**config.mk**
```make
export PLATFORM = sky130hd
export DESIGN_NAME = branch_redirect_ctrl
export DESIGN_NICKNAME = d
export VERILOG_FILES = /design/src/rtl/branch_redirect_ctrl.sv
export SDC_FILE = /design/constraint.sdc
export NUM_CORES = 1
export LEC_CHECK = 0
export ABC_CLOCK_PERIOD_IN_PS = 5000
export CORE_MARGIN = 5
export CORE_UTILIZATION = 55
export DETAILED_ROUTE_END_ITERATION = 8
export DONT_BUFFER_PORTS = 1
export HOLD_SLACK_MARGIN = 0.06
export PLACE_DENSITY_LB_ADDON = 0.05
export SLEW_MARGIN = 20
export SYNTH_ARGS = -nofsm -noshare
export SYNTH_HDL_FRONTEND = slang
export SYNTH_SLANG_ARGS = --single-unit
```
**constraint.sdc**
```tcl
create_clock -name clk_i -period 5 [get_ports clk_i]
set_clock_uncertainty 0.15 [all_clocks]
set_input_delay 0.75 -clock clk_i [delete_from_list [all_inputs] [get_ports clk_i]]
set_output_delay 0.75 -clock clk_i [all_outputs]
set_load 0.01 [all_outputs]
```
**src/rtl/branch_redirect_ctrl.sv**
```systemverilog
// Fetch redirect sequencer for taken branches/jumps resolved in EX: kills IF/ID,
// holds fetch while wrong-path imem responses drain, then pulses the new PC.
module branch_redirect_ctrl #(
  parameter int unsigned XLEN            = 32,
  parameter int unsigned MAX_OUTSTANDING = 2
) (
  input  logic            clk_i,
  input  logic            rst_ni,
  input  logic            ex_valid_i,
  input  logic            take_branch_i,
  input  logic [XLEN-1:0] target_i,
  input  logic            imem_req_accept_i,
  input  logic            imem_rsp_valid_i,
  output logic            flush_if_o,
  output logic            flush_id_o,
  output logic            fetch_hold_o,
  output logic            drop_rsp_o,
  output logic            redirect_valid_o,
  output logic [XLEN-1:0] redirect_pc_o,
  output logic            exc_misaligned_o,
  output logic            busy_o
);

  localparam int unsigned CW = $clog2(MAX_OUTSTANDING + 1);
  localparam logic [CW-1:0] CNT_MAX = CW'(MAX_OUTSTANDING);

  typedef enum logic [1:0] {IDLE, DRAIN, REDIRECT, EXC} state_t;

  state_t          state_q, state_d;
  logic [CW-1:0]   cnt_q, cnt_next;
  logic [XLEN-1:0] tgt_q;
  logic            trigger;
  logic            inc, dec;

  assign trigger = ex_valid_i & take_branch_i & (state_q == IDLE);

  // Stray responses at zero and accepts beyond the limit are ignored.
  always_comb begin
    inc      = imem_req_accept_i & (cnt_q != CNT_MAX);
    dec      = imem_rsp_valid_i & (cnt_q != '0);
    cnt_next = cnt_q;
    if (inc && !dec)
      cnt_next = cnt_q + 1'b1;
    else if (dec && !inc)
      cnt_next = cnt_q - 1'b1;
  end

  always_comb begin
    state_d = state_q;
    unique case (state_q)
      IDLE: begin
        if (trigger) begin
          if (target_i[1:0] != 2'b00)
            state_d = EXC;
          else if (cnt_next == '0)
            state_d = REDIRECT;
          else
            state_d = DRAIN;
        end
      end
      DRAIN:    if (cnt_next == '0) state_d = REDIRECT;
      REDIRECT: state_d = IDLE;
      EXC:      state_d = IDLE;
      default:  state_d = IDLE;
    endcase
  end

  always_ff @(posedge clk_i) begin
    if (!rst_ni) begin
      state_q <= IDLE;
      cnt_q   <= '0;
      tgt_q   <= '0;
    end else begin
      state_q <= state_d;
      cnt_q   <= cnt_next;
      if (trigger)
        tgt_q <= target_i;
    end
  end

  assign flush_if_o       = trigger | (state_q != IDLE);
  assign flush_id_o       = trigger | (state_q != IDLE);
  assign fetch_hold_o     = trigger | (state_q != IDLE) | (cnt_q == CNT_MAX);
  assign drop_rsp_o       = imem_rsp_valid_i & (trigger | (state_q == DRAIN));
  assign redirect_valid_o = (state_q == REDIRECT);
  assign redirect_pc_o    = tgt_q;
  assign exc_misaligned_o = (state_q == EXC);
  assign busy_o           = (state_q != IDLE);

endmodule

```
Yosys cells after proc, flatten, opt, wreduce, memory -nomap -nowiden
Cells that the tools add are included.
{"block": "word_totals", "regBits": 36, "output_inout_bits": 39, "word_cells": 38}
{"block": "op_classes", "addsub": 2, "n_eq_ne": 7, "n_mux": 7, "bitwise_logic": 8, "n_reduce_logical": 11}
{"cell": "$mux 2", "n": 6}
{"cell": "$eq 2x2->1 const B", "n": 3}
{"cell": "$ne 2x2->1 const B", "n": 3}
{"cell": "$pmux 2 s3", "n": 1}
{"cell": "$reduce_bool 2->1", "n": 3}
{"cell": "$and 1x1->1", "n": 5}
{"cell": "$logic_not 2->1", "n": 2}
{"cell": "$or 1x1->1", "n": 3}
{"cell": "$add 2x1->2 const B", "n": 1}
{"cell": "$eq 2x1->1 const B", "n": 1}
{"cell": "$logic_and 1x1->1", "n": 2}
{"cell": "$logic_not 1->1", "n": 2}
{"cell": "$reduce_and 2->1", "n": 1}
{"cell": "$reduce_or 2->1", "n": 1}
{"cell": "$sub 2x1->2 const B", "n": 1}

Depth between registers and ports, before layout
Gate-level depths: netlist of the first run.
{"block": "logic_depth", "word_depth": 11, "ltp_mapped": 7, "mapped_depth_nobuf": 7}

Worst setup path after synthesis of the first run
OpenSTA, ideal clock, no wires.
{"block": "synth_path", "kind": "input-to-output", "startpoint": "in ex_valid_i", "endpoint": "out drop_rsp_o", "t_arrival_ps": 1418, "setup_slack_ps": 2682, "cell_stages": 3, "path_cell_list": "nand3_1 > clkbuf_1 > a21boi_0"}
{"block": "synth_via", "elab_chain_len": 4}
{"element": "start, declared", "line": "9", "source": "input logic ex_valid_i,"}
{"element": "$and 1x1->1 (2 in series)", "line": "35", "source": "assign trigger = ex_valid_i & take_branch_i & (state_q == IDLE);"}
{"element": "$or 1x1->1", "line": "84", "source": "assign drop_rsp_o = imem_rsp_valid_i & (trigger | (state_q == DRAIN));"}
{"element": "$and 1x1->1", "line": "84"}
{"element": "end, declared", "line": "17", "source": "output logic drop_rsp_o,"}
No other way between the ends.

Worst setup path after layout of the first run
{"block": "layout_path", "startpoint": "reg state_q[1]", "endpoint": "out fetch_hold_o"}
{"block": "layout_via", "elab_chain_len": 4, "word_cells_on_any_way": 5}
{"element": "start, declared", "line": "29", "source": "state_t state_q, state_d;"}
{"element": "start signal, assigned", "line": "74", "source": "state_q <= state_d;"}
{"element": "$logic_not 2->1", "line": "35"}
{"element": "$and 1x1->1", "line": "35"}
{"element": "$or 1x1->1 *"}
{"element": "via flush_id_o", "line": "15", "source": "output logic flush_id_o,"}
{"element": "$or 1x1->1 *", "line": "83", "source": "assign fetch_hold_o = trigger | (state_q != IDLE) | (cnt_q == CNT_MAX);"}
{"element": "end, declared", "line": "16", "source": "output logic fetch_hold_o,"}
Mark *: on every way through the listed nets, which the timed path passes. The rest lies on a longest branch.

==> results of run 1 <==
==> flip-flops by register name (all words and copies together), names as in the netlist <==
register       count
cnt_q              2
state_q            2
redirect_pc_o     32
==> report_power, final <==
part / internal (mW) / switching [mW]
clock network: 0.0688 / 0.0925
logic: 0.0582 / 0.0825
registers: 0.313 / 0.0305
==> final cells by class <==
cell class / count / area (sq um) / area share
Sequential cell: 36 / 721 / 0.483
Multi-Input combinational cell: 127 / 648 / 0.435
Inverter: 4 / 15.0 / 0.0101
Tap cell: 30 / 37.5 / 0.0252
Clock buffer: 7 / 55.1 / 0.0369
Timing Repair Buffer: 1 / 7.51 / 0.00503
Clock inverter: 1 / 7.51 / 0.00503
==> cells in the final DEF, fill, tap and decap left out, types with 2 or more instances in the layout <==
cell	netlist	final
dfxtp_1	36	36
ha_1	2	2
nor2_1	3	2
inv_1	2	2
clkbuf_4	0	5
nand2_1	66	66
a21oi_1	35	35
==> worst max-delay path by stage <==
stage / cells after the start / end / slack [ps]
2_1_floorplan: 3 / drop_rsp_o / 2680
3_3_place_gp: 4 / state_q[0]$_SDFFE_PN0P_ / 2740
3_5_place_dp: 4 / state_q[0]$_SDFFE_PN0P_ / 2670
4_1_cts: 3 / fetch_hold_o / 2600
5_1_grt: 3 / drop_rsp_o / 2500
6_report: 3 / fetch_hold_o / 2620
==> routing by layer <==
metal	up-vias	track usage	routed length, um
met3	5	0.104	389
met1	485	0.153	1070
met5	-	0	0
met2	46	0.313	1500
met4	0	0.0650	42
li1	573	-	-
==> cell families after synthesis <==
logic type / after synthesis / share of synthesized area
buffers and inverters: 14 / 0.0422
xor gates and xnor gates: 1 / 0.00616
and+or+nand+nor: 81 / 0.242
AOI/OAI and AO/OA: 42 / 0.178
adders and majority gates: 3 / 0.0246
DFF: 36 / 0.507
==> cells in the mapped netlist, types with 2 or more instances <==
library cell	number	area, sq um
ha_1	2	25.0
clkbuf_1	6	22.5
buf_2	3	15.0
inv_1	2	7.51
dfxtp_1	36	721
a21oi_1	35	175
nand2_1	66	248
nor2_1	3	11.3
==> metrics by stage <==
stage,std cells,utilization
floorplan,177,-
global placement,198,0.575
detailed placement,198,0.575
CTS,206,0.600
global route,206,0.602
finish,206,0.602
==> worst min-delay path: cells and delay by family (launching register included) <==
kind / cells / cell delay, ps
flops: 1 / 350
compound gates: 1 / 50
simple gates: 1 / 60
==> flow_metrics.py, run 1 <==
metrics = {
    "outcome": {
        "outcome": "completed",
    },
    "detailed_routing": {
        "dr.pass1.iters": 4,
        "avgViaCountPerCell": 5.38,
        "wirelength_um": 3000,
        "via_count": 1109,
        "wire_per_inst_um": 14.6,
        "drt-initial-drc-count": 41,
        "ant_nets": 0,
        "drc": 0,
    },
    "global_route": {
        "overflow": 0,
        "grt_max_degree": 36,
        "grtUsageTotal": 0.172,
        "grt_pass1_vias": 1068,
        "grt_pass1_wl_um": 4640,
        "antenna_found_initial": 0,
    },
    "die": {
        "rows": 18,
        "die_w_um": 60.8,
        "initial_core_util": 0.574,
        "core_region_area_sq_mm": 0.00248,
        "die_y_um": 60.8,
        "dieArea_sq_mm": 0.00370,
        "io_pins": 77,
    },
    "logic_synthesis": {
        "synth-seq-cells": 36,
        "synthFlopType": "dfxtp_1",
        "ys_seq_area_frac": 0.507,
        "syn-num-nets": 217,
        "syn_area_sq_mm": 0.00142,
        "synth.avg_cell_area_sq_um": 8.03,
        "ys_types": 32,
        "ys_warn_count": 0,
        "async_flop_share": 0,
        "synthCells": 177,
        "synth-edff-count": 0,
    },
    "critical_path": {
        "crit_start": "state_q[1]$_SDFFE_PN0P_",
        "crit_chain": "nor2_1 > nand2_1 > or2_2",
        "path_class": "flop to output port",
        "timing.critical_path.fanout_max": 5,
        "reg2regPathDepth": 6,
        "crit_family": "simple AND/OR/NAND/NOR gates",
        "cp_slowest_stage_delay_ps": 380,
        "crit-reg2reg-capture": "state_q[0]$_SDFFE_PN0P_",
        "r2r_start": "cnt_q[0]$_SDFF_PN0_",
        "crit_path_end_kind": "output port",
        "critPathRequiredTime_ps": 4100,
        "cp_num_buf_inv": 0,
        "critPathSlowestCell": "dfxtp_1",
        "cp-start-kind": "flop",
        "arrival_ps": 1480,
        "r2r_slack_ps": 2910,
    },
    "sta": {
        "finalHoldViolCount": 0,
        "max_freq_ghz": 0.421,
        "worst_hold_slack_ps": 357,
        "tightest_slew_ps": 902,
        "setup_slack_ps": 2620,
        "finalCritPeriodShare": 0.475,
        "finalSetupViolCount": 0,
        "final_max_slew_viol_count": 0,
        "min_period_ps": 2380,
        "rsz0062_at_grt": "false",
        "slew_headroom": 0.395,
        "finalSetupTns_ps": 0,
    },
    "placed_design": {
        "placed_cell_area_sq_mm": 0.00142,
        "place_ws_ps": 2670,
        "place.port_buffers": 0,
        "routabilityCongestion": 0.781,
        "dp.final_hpwl_um": 2210,
    },
    "final_layout": {
        "final_cell_area_sq_mm": 0.00149,
        "final_nets": 215,
        "synthToLayoutAreaGrowth_pct": 4.93,
        "diodes": 0,
        "fill_cells": 255,
        "layout-drive-gt1-share": 0.0909,
    },
    "clock_network": {
        "cts_buffer_depth": 2,
        "cts-resized-gates": 0,
        "hold_buffers": 0,
        "post-cts-setup-buffers": 0,
        "cts_tree": "built",
        "htreeDepth": 2,
        "path_clk_slew_ps": 100,
        "cts.sink_count": 36,
        "cts_buffers": 5,
        "insertion_delay_ps": 330,
        "root_buffer": "clkbuf_4",
    },
    "pwr": {
        "p_leak_nw": 0.531,
        "total_power_mw": 0.645,
        "irDropWorstVdd_v": 0.000281,
        "p_per_area_mw_per_mm2": 433,
    },
    "worst_hold_path": {
        "holdPathEnd": "redirect_pc_o[24]$_SDFFE_PN0P_",
        "hp-class": "flop to flop",
        "whs_path_depth": 2,
        "hold_start": "redirect_pc_o[24]$_SDFFE_PN0P_",
    },
    "flow_run": {
        "cap_viol_max_count": 0,
    },
}
No activity file was read; power rests on OpenSTA's default activity.
==> inputs of run 2 (changes only) <==
--- a/config.mk
+++ b/config.mk
@@ -5,9 +5,10 @@
 export SDC_FILE = /design/constraint.sdc
 export NUM_CORES = 1
 export LEC_CHECK = 0
-export ABC_CLOCK_PERIOD_IN_PS = 5000
+export ABC_CLOCK_PERIOD_IN_PS = 2000
+export CORE_ASPECT_RATIO = 0.5
 export CORE_MARGIN = 5
-export CORE_UTILIZATION = 55
+export CORE_UTILIZATION = 54
 export DETAILED_ROUTE_END_ITERATION = 8
 export DONT_BUFFER_PORTS = 1
 export HOLD_SLACK_MARGIN = 0.06
==> constraint.sdc (replaced) <==
create_clock -name clk_i -period 2 [get_ports clk_i]
set_clock_uncertainty 0.15 [all_clocks]
set_input_delay 0.3 -clock clk_i [delete_from_list [all_inputs] [get_ports clk_i]]
set_output_delay 0.3 -clock clk_i [all_outputs]
set_load 0.01 [all_outputs]
==> flow_metrics.py, run 2 (synthesized netlist as in run 1, its figures left out) <==
metrics = {
    "die": {
        "initial_core_util": 0.557,
        "dieArea_sq_mm": 0.00382,
        "die_y_um": 46.3,
        "io_pins": 77,
        "die_w_um": 82.6,
        "core_region_area_sq_mm": 0.00255,
        "rows": 13,
    },
    "global_route": {
        "antenna_found_initial": 0,
        "grt_pass1_vias": 1232,
        "grtUsageTotal": 0.196,
        "grt_pass1_wl_um": 5550,
        "overflow": 0,
        "grt_max_degree": 34,
    },
    "critical_path": {
        "critPathRequiredTime_ps": 2030,
        "cp_num_buf_inv": 1,
        "crit_family": "simple AND/OR/NAND/NOR gates",
        "crit_start": "cnt_q[0]$_SDFF_PN0_",
        "worstSetupEndpoint": "state_q[1]$_SDFFE_PN0P_",
        "crit_path_end_kind": "flop",
        "r2r_slack_ps": 80,
        "crit-reg2reg-capture": "state_q[1]$_SDFFE_PN0P_",
        "cp_slowest_stage_delay_ps": 490,
        "r2r_start": "cnt_q[0]$_SDFF_PN0_",
        "arrival_ps": 1950,
        "reg2regPathDepth": 6,
        "path_depth": 6,
        "crit_chain": "inv_2 > ha_2 > nand2b_4 > or4_4 > o311a_4 > a2111oi_4",
        "timing.critical_path.fanout_max": 4,
        "cp-start-kind": "flop",
        "critPathSlowestCell": "or4_4",
        "path_class": "flop to flop",
    },
    "clock_network": {
        "cts_buffer_depth": 2,
        "htreeDepth": 2,
        "cts_tree": "built",
        "cts.sink_count": 36,
        "path_clk_slew_ps": 70,
        "insertion_delay_ps": 280,
        "root_buffer": "clkbuf_8",
        "cts_buffers": 5,
    },
    "outcome": {
        "outcome": "completed",
    },
    "detailed_routing": {
        "dr.pass1.iters": 4,
        "via_count": 1298,
        "wire_per_inst_um": 14.4,
        "drc": 0,
        "avgViaCountPerCell": 5.11,
        "drt-initial-drc-count": 61,
        "ant_nets": 0,
        "wirelength_um": 3650,
    },
    "final_layout": {
        "final_cell_area_sq_mm": 0.00196,
        "mostFrequentLayoutCell": "nand2_1",
        "synthToLayoutAreaGrowth_pct": 37.9,
        "fill_cells": 199,
        "diodes": 0,
        "final_cell_mix": "nand2_1, a21oi_1, dfxtp_1, dlygate4sd3_1, buf_4",
        "largest_register_ffs": 32,
        "final_nets": 256,
        "multi_input_area_sq_um": 686,
        "ff_latch_area_sq_um": 723,
        "layout-drive-gt1-share": 0.157,
    },
    "sta": {
        "rsz0062_at_grt": "false",
        "finalHoldViolCount": 0,
        "slew_headroom": 0.781,
        "tightest_slew_ps": 328,
        "min_period_ps": 1920,
        "finalSetupViolCount": 0,
        "worst_hold_slack_ps": 62.3,
        "max_freq_ghz": 0.521,
        "finalCritPeriodShare": 0.960,
        "final_max_slew_viol_count": 0,
    },
    "worst_hold_path": {
        "hp-class": "input port to flop",
    },
    "placed_design": {
        "dp.final_hpwl_um": 2270,
        "placed_cell_area_sq_mm": 0.00148,
        "place.port_buffers": 0,
        "routabilityCongestion": 0.694,
    },
    "pwr": {
        "pwr-share-seq": 0.448,
        "p_sw_mw": 0.579,
        "p_leak_nw": 0.738,
        "irDropWorstVdd_v": 0.000624,
        "p_comb_frac": 0.283,
        "p_per_area_mw_per_mm2": 975,
        "p_int_mw": 1.33,
        "pwr-share-clk": 0.269,
        "p_sw_frac": 0.303,
    },
    "flow_run": {
        "cap_viol_max_count": 0,
    },
}
-- run 2: worst min path at each step --
stage                            start                             end  slack (ps)  depth (start not counted)
after global placement    target_i[11]  redirect_pc_o[11]$_SDFFE_PN0P_         290                          2
after floorplan            target_i[0]   redirect_pc_o[0]$_SDFFE_PN0P_         290                          2
after CTS                  target_i[1]         state_q[0]$_SDFFE_PN0P_          70                          2
after detailed placement  target_i[17]  redirect_pc_o[17]$_SDFFE_PN0P_         290                          2
final                      target_i[1]         state_q[0]$_SDFFE_PN0P_          60                          2
after global routing       target_i[1]         state_q[0]$_SDFFE_PN0P_          70                          2
-- run 2: final cells by class --
type,instances,area share
clock buffer,6,0.0421
sequential,36,0.369
multi-input combinational,127,0.350
inverter,4,0.00766
tap,37,0.0236
clock inverter,2,0.00511
timing repair buffer,42,0.203
-- run 2: power groups by stage --
stage | clock network, mW | registers [mW] | logic (mW)
2_1_floorplan | 0 | 0.860 | 0.310
3_3_place_gp | 0 | 0.867 | 0.388
3_5_place_dp | 0 | 0.869 | 0.411
4_1_cts | 0.539 | 0.853 | 0.463
5_1_grt | 0.570 | 0.868 | 0.599
6_report | 0.514 | 0.857 | 0.542
-- run 2: routing by layer --
layer / vias to the layer above / track usage / part of all wire
li1: 656 / - / -
met1: 584 / 0.209 / 0.41
met2: 54 / 0.368 / 0.49
met3: 4 / 0.0840 / 0.097
met4: 0 / 0.0391 / 0.0082
met5: - / 0 / 0
-- run 2: worst register-to-register path: cells and delay by family, from the launching register on --
| family | cells | cell delay, ps |
|---|---|---|
| flops | 1 | 340 |
| simple gates | 2 | 650 |
| buf+inv | 1 | 60 |
| compound gates | 2 | 460 |
| fa+ha+maj | 1 | 180 |
-- run 2: timing repair --
item                                    in CTS  in global routing
setup buffers                                0                  2
endpoints found under the setup margin       2                  2
endpoints found under the hold margin       33                  0
gates resized for setup                      1                  9
hold buffers                                33                  0
-- run 2: stage by stage --
stage / util / instances / setup TNS (ps) / worst slack (ps) / power [mW]
2_1_floorplan: - / 177 / 0 / 45.5 / 1.17
6_report: 0.768 / 254 / 0 / 79.5 / 1.91
3_3_place_gp: 0.579 / 211 / 0 / 54.8 / 1.26
3_5_place_dp: 0.579 / 211 / -10.7 / -10.7 / 1.28
4_1_cts: 0.745 / 252 / 0 / 6.59 / 1.86
5_1_grt: 0.768 / 254 / 0 / 5.00 / 2.04
==> inputs of run 3 (changes only) <==
==> constraint.sdc (replaced) <==
create_clock -name clk_i -period 2 [get_ports clk_i]
set_clock_uncertainty 0.15 [all_clocks]
set_input_delay 0.3 -clock clk_i [delete_from_list [all_inputs] [get_ports clk_i]]
set_output_delay 0.3 -clock clk_i [all_outputs]
set_load 0.05 [all_outputs]
==> flow_metrics.py, run 3 (synthesized netlist as in run 1, its figures left out) <==
metrics = {
    "die": {
        "initial_core_util": 0.557,
        "die_w_um": 82.6,
        "core_region_area_sq_mm": 0.00255,
        "io_pins": 77,
        "die_y_um": 46.3,
        "rows": 13,
        "dieArea_sq_mm": 0.00382,
    },
    "clock_network": {
        "cts_buffer_depth": 2,
        "path_clk_slew_ps": 60,
        "insertion_delay_ps": 270,
        "cts.sink_count": 36,
        "cts_buffers": 5,
        "root_buffer": "clkbuf_8",
        "htreeDepth": 2,
        "cts_tree": "built",
    },
    "global_route": {
        "overflow": 0,
        "grt_max_degree": 33,
        "grtUsageTotal": 0.195,
        "grt_pass1_wl_um": 5540,
        "grt_pass1_vias": 1248,
        "antenna_found_initial": 0,
    },
    "critical_path": {
        "arrival_ps": 1950,
        "cp_slowest_stage_delay_ps": 430,
        "worstSetupEndpoint": "state_q[0]$_SDFFE_PN0P_",
        "path_depth": 7,
        "crit_start": "cnt_q[1]$_SDFF_PN0_",
        "reg2regPathDepth": 7,
        "critPathRequiredTime_ps": 2010,
        "r2r_slack_ps": 60,
        "r2r_start": "cnt_q[1]$_SDFF_PN0_",
        "path_class": "flop to flop",
        "crit_path_end_kind": "flop",
        "crit_family": "simple AND/OR/NAND/NOR gates",
        "critPathSlowestCell": "or4_4",
        "crit-reg2reg-capture": "state_q[0]$_SDFFE_PN0P_",
        "cp-start-kind": "flop",
        "crit_chain": "inv_2 > ha_4 > and2b_2 > or4_4 > o311a_4 > o31ai_4 > a21oi_1",
        "cp_num_buf_inv": 1,
        "timing.critical_path.fanout_max": 5,
    },
    "pwr": {
        "total_power_mw": 2.33,
        "p_int_mw": 1.52,
        "pwr-share-seq": 0.423,
        "p_sw_mw": 0.815,
        "p_leak_nw": 0.774,
        "pwr-share-clk": 0.292,
        "p_sw_frac": 0.349,
        "p_comb_frac": 0.284,
        "irDropWorstVdd_v": 0.00101,
        "p_per_area_mw_per_mm2": 1140,
    },
    "sta": {
        "finalHoldViolCount": 0,
        "final_max_slew_viol_count": 0,
        "min_period_ps": 1940,
        "slew_headroom": 0.645,
        "rsz0062_at_grt": "false",
        "finalCritPeriodShare": 0.971,
        "max_freq_ghz": 0.515,
        "tightest_slew_ps": 532,
        "finalSetupViolCount": 0,
        "setup_slack_ps": 58.6,
    },
    "detailed_routing": {
        "avgViaCountPerCell": 5.02,
        "drt-initial-drc-count": 53,
        "drc": 0,
        "via_count": 1295,
        "ant_nets": 0,
        "wire_per_inst_um": 14.1,
        "dr.pass1.iters": 4,
        "wirelength_um": 3630,
    },
    "final_layout": {
        "diodes": 0,
        "synthToLayoutAreaGrowth_pct": 43.5,
        "final_nets": 260,
        "largest_register_ffs": 32,
        "utilization": 0.799,
        "mostFrequentLayoutCell": "nand2_1",
        "fill_cells": 175,
        "layout-drive-gt1-share": 0.176,
        "final_cell_mix": "nand2_1, a21oi_1, dfxtp_1, dlygate4sd3_1, buf_4",
    },
    "outcome": {
        "outcome": "completed",
    },
    "worst_hold_path": {
        "hp-class": "input port to flop",
        "whs_path_depth": 2,
    },
    "flow_run": {
        "cap_viol_max_count": 0,
    },
    "placed_design": {
        "routabilityCongestion": 0.775,
        "place_ws_ps": -43.3,
        "place.port_buffers": 0,
        "dp.final_hpwl_um": 2330,
    },
}
-- run 3: layout make-up --
type | count | area [sq um] | area share
sequential | 36 | 726 | 0.356
inverter | 4 | 15.0 | 0.00736
multi-input combinational | 127 | 698 | 0.342
tap | 37 | 46.3 | 0.0227
timing repair buffer | 46 | 428 | 0.210
clock inverter | 1 | 30.0 | 0.0147
clock buffer | 7 | 96.3 | 0.0472
-- run 3: power by group through the flow --
| stage | combinational, mW | sequential [mW] | clock [mW] |
|---|---|---|---|
| after floorplan | 0.401 | 0.988 | 0 |
| after detailed placement | 0.516 | 0.997 | 0 |
| final | 0.664 | 0.987 | 0.682 |
| after CTS | 0.601 | 0.983 | 0.705 |
| after global routing | 0.721 | 0.997 | 0.736 |
| after global placement | 0.502 | 0.995 | 0 |
-- run 3: worst min-delay path by stage --
stage | from | to | slack, ps
after floorplan | target_i[0] | redirect_pc_o[0]$_SDFFE_PN0P_ | 290
after global placement | target_i[25] | redirect_pc_o[25]$_SDFFE_PN0P_ | 290
after detailed placement | target_i[27] | redirect_pc_o[27]$_SDFFE_PN0P_ | 290
after CTS | target_i[1] | state_q[0]$_SDFFE_PN0P_ | 80
after global routing | target_i[1] | state_q[0]$_SDFFE_PN0P_ | 110
final | target_i[1] | state_q[0]$_SDFFE_PN0P_ | 100
-- run 3: routing by layer --
layer | vias up | wire length [um] | track usage | share of wire
li1 | 660 | - | - | -
met1 | 591 | 1410 | 0.192 | 0.39
met2 | 44 | 1840 | 0.379 | 0.51
met3 | 0 | 389 | 0.0957 | 0.11
met4 | 0 | 0 | 0.0391 | 0
met5 | - | 0 | 0 | 0
-- run 3: stage by stage --
stage / hold slack [ps] / cells / TNS (ps) / area (sq um)
after detailed placement: 292 / 215 / -43.3 / 1510
after global routing: 107 / 258 / 0 / 2040
final: 98.6 / 258 / 0 / 2040
after CTS: 79.1 / 256 / 0 / 1990
after global placement: 289 / 215 / 0 / 1510
after floorplan: 286 / 177 / 0 / 1430
-- run 3: what timing repair did --
action,CTS,global route
pin swaps,0,1
setup endpoints to repair,2,2
hold buffers,33,0
setup buffers,0,2
hold endpoints to repair,33,0
gates resized for setup,4,8
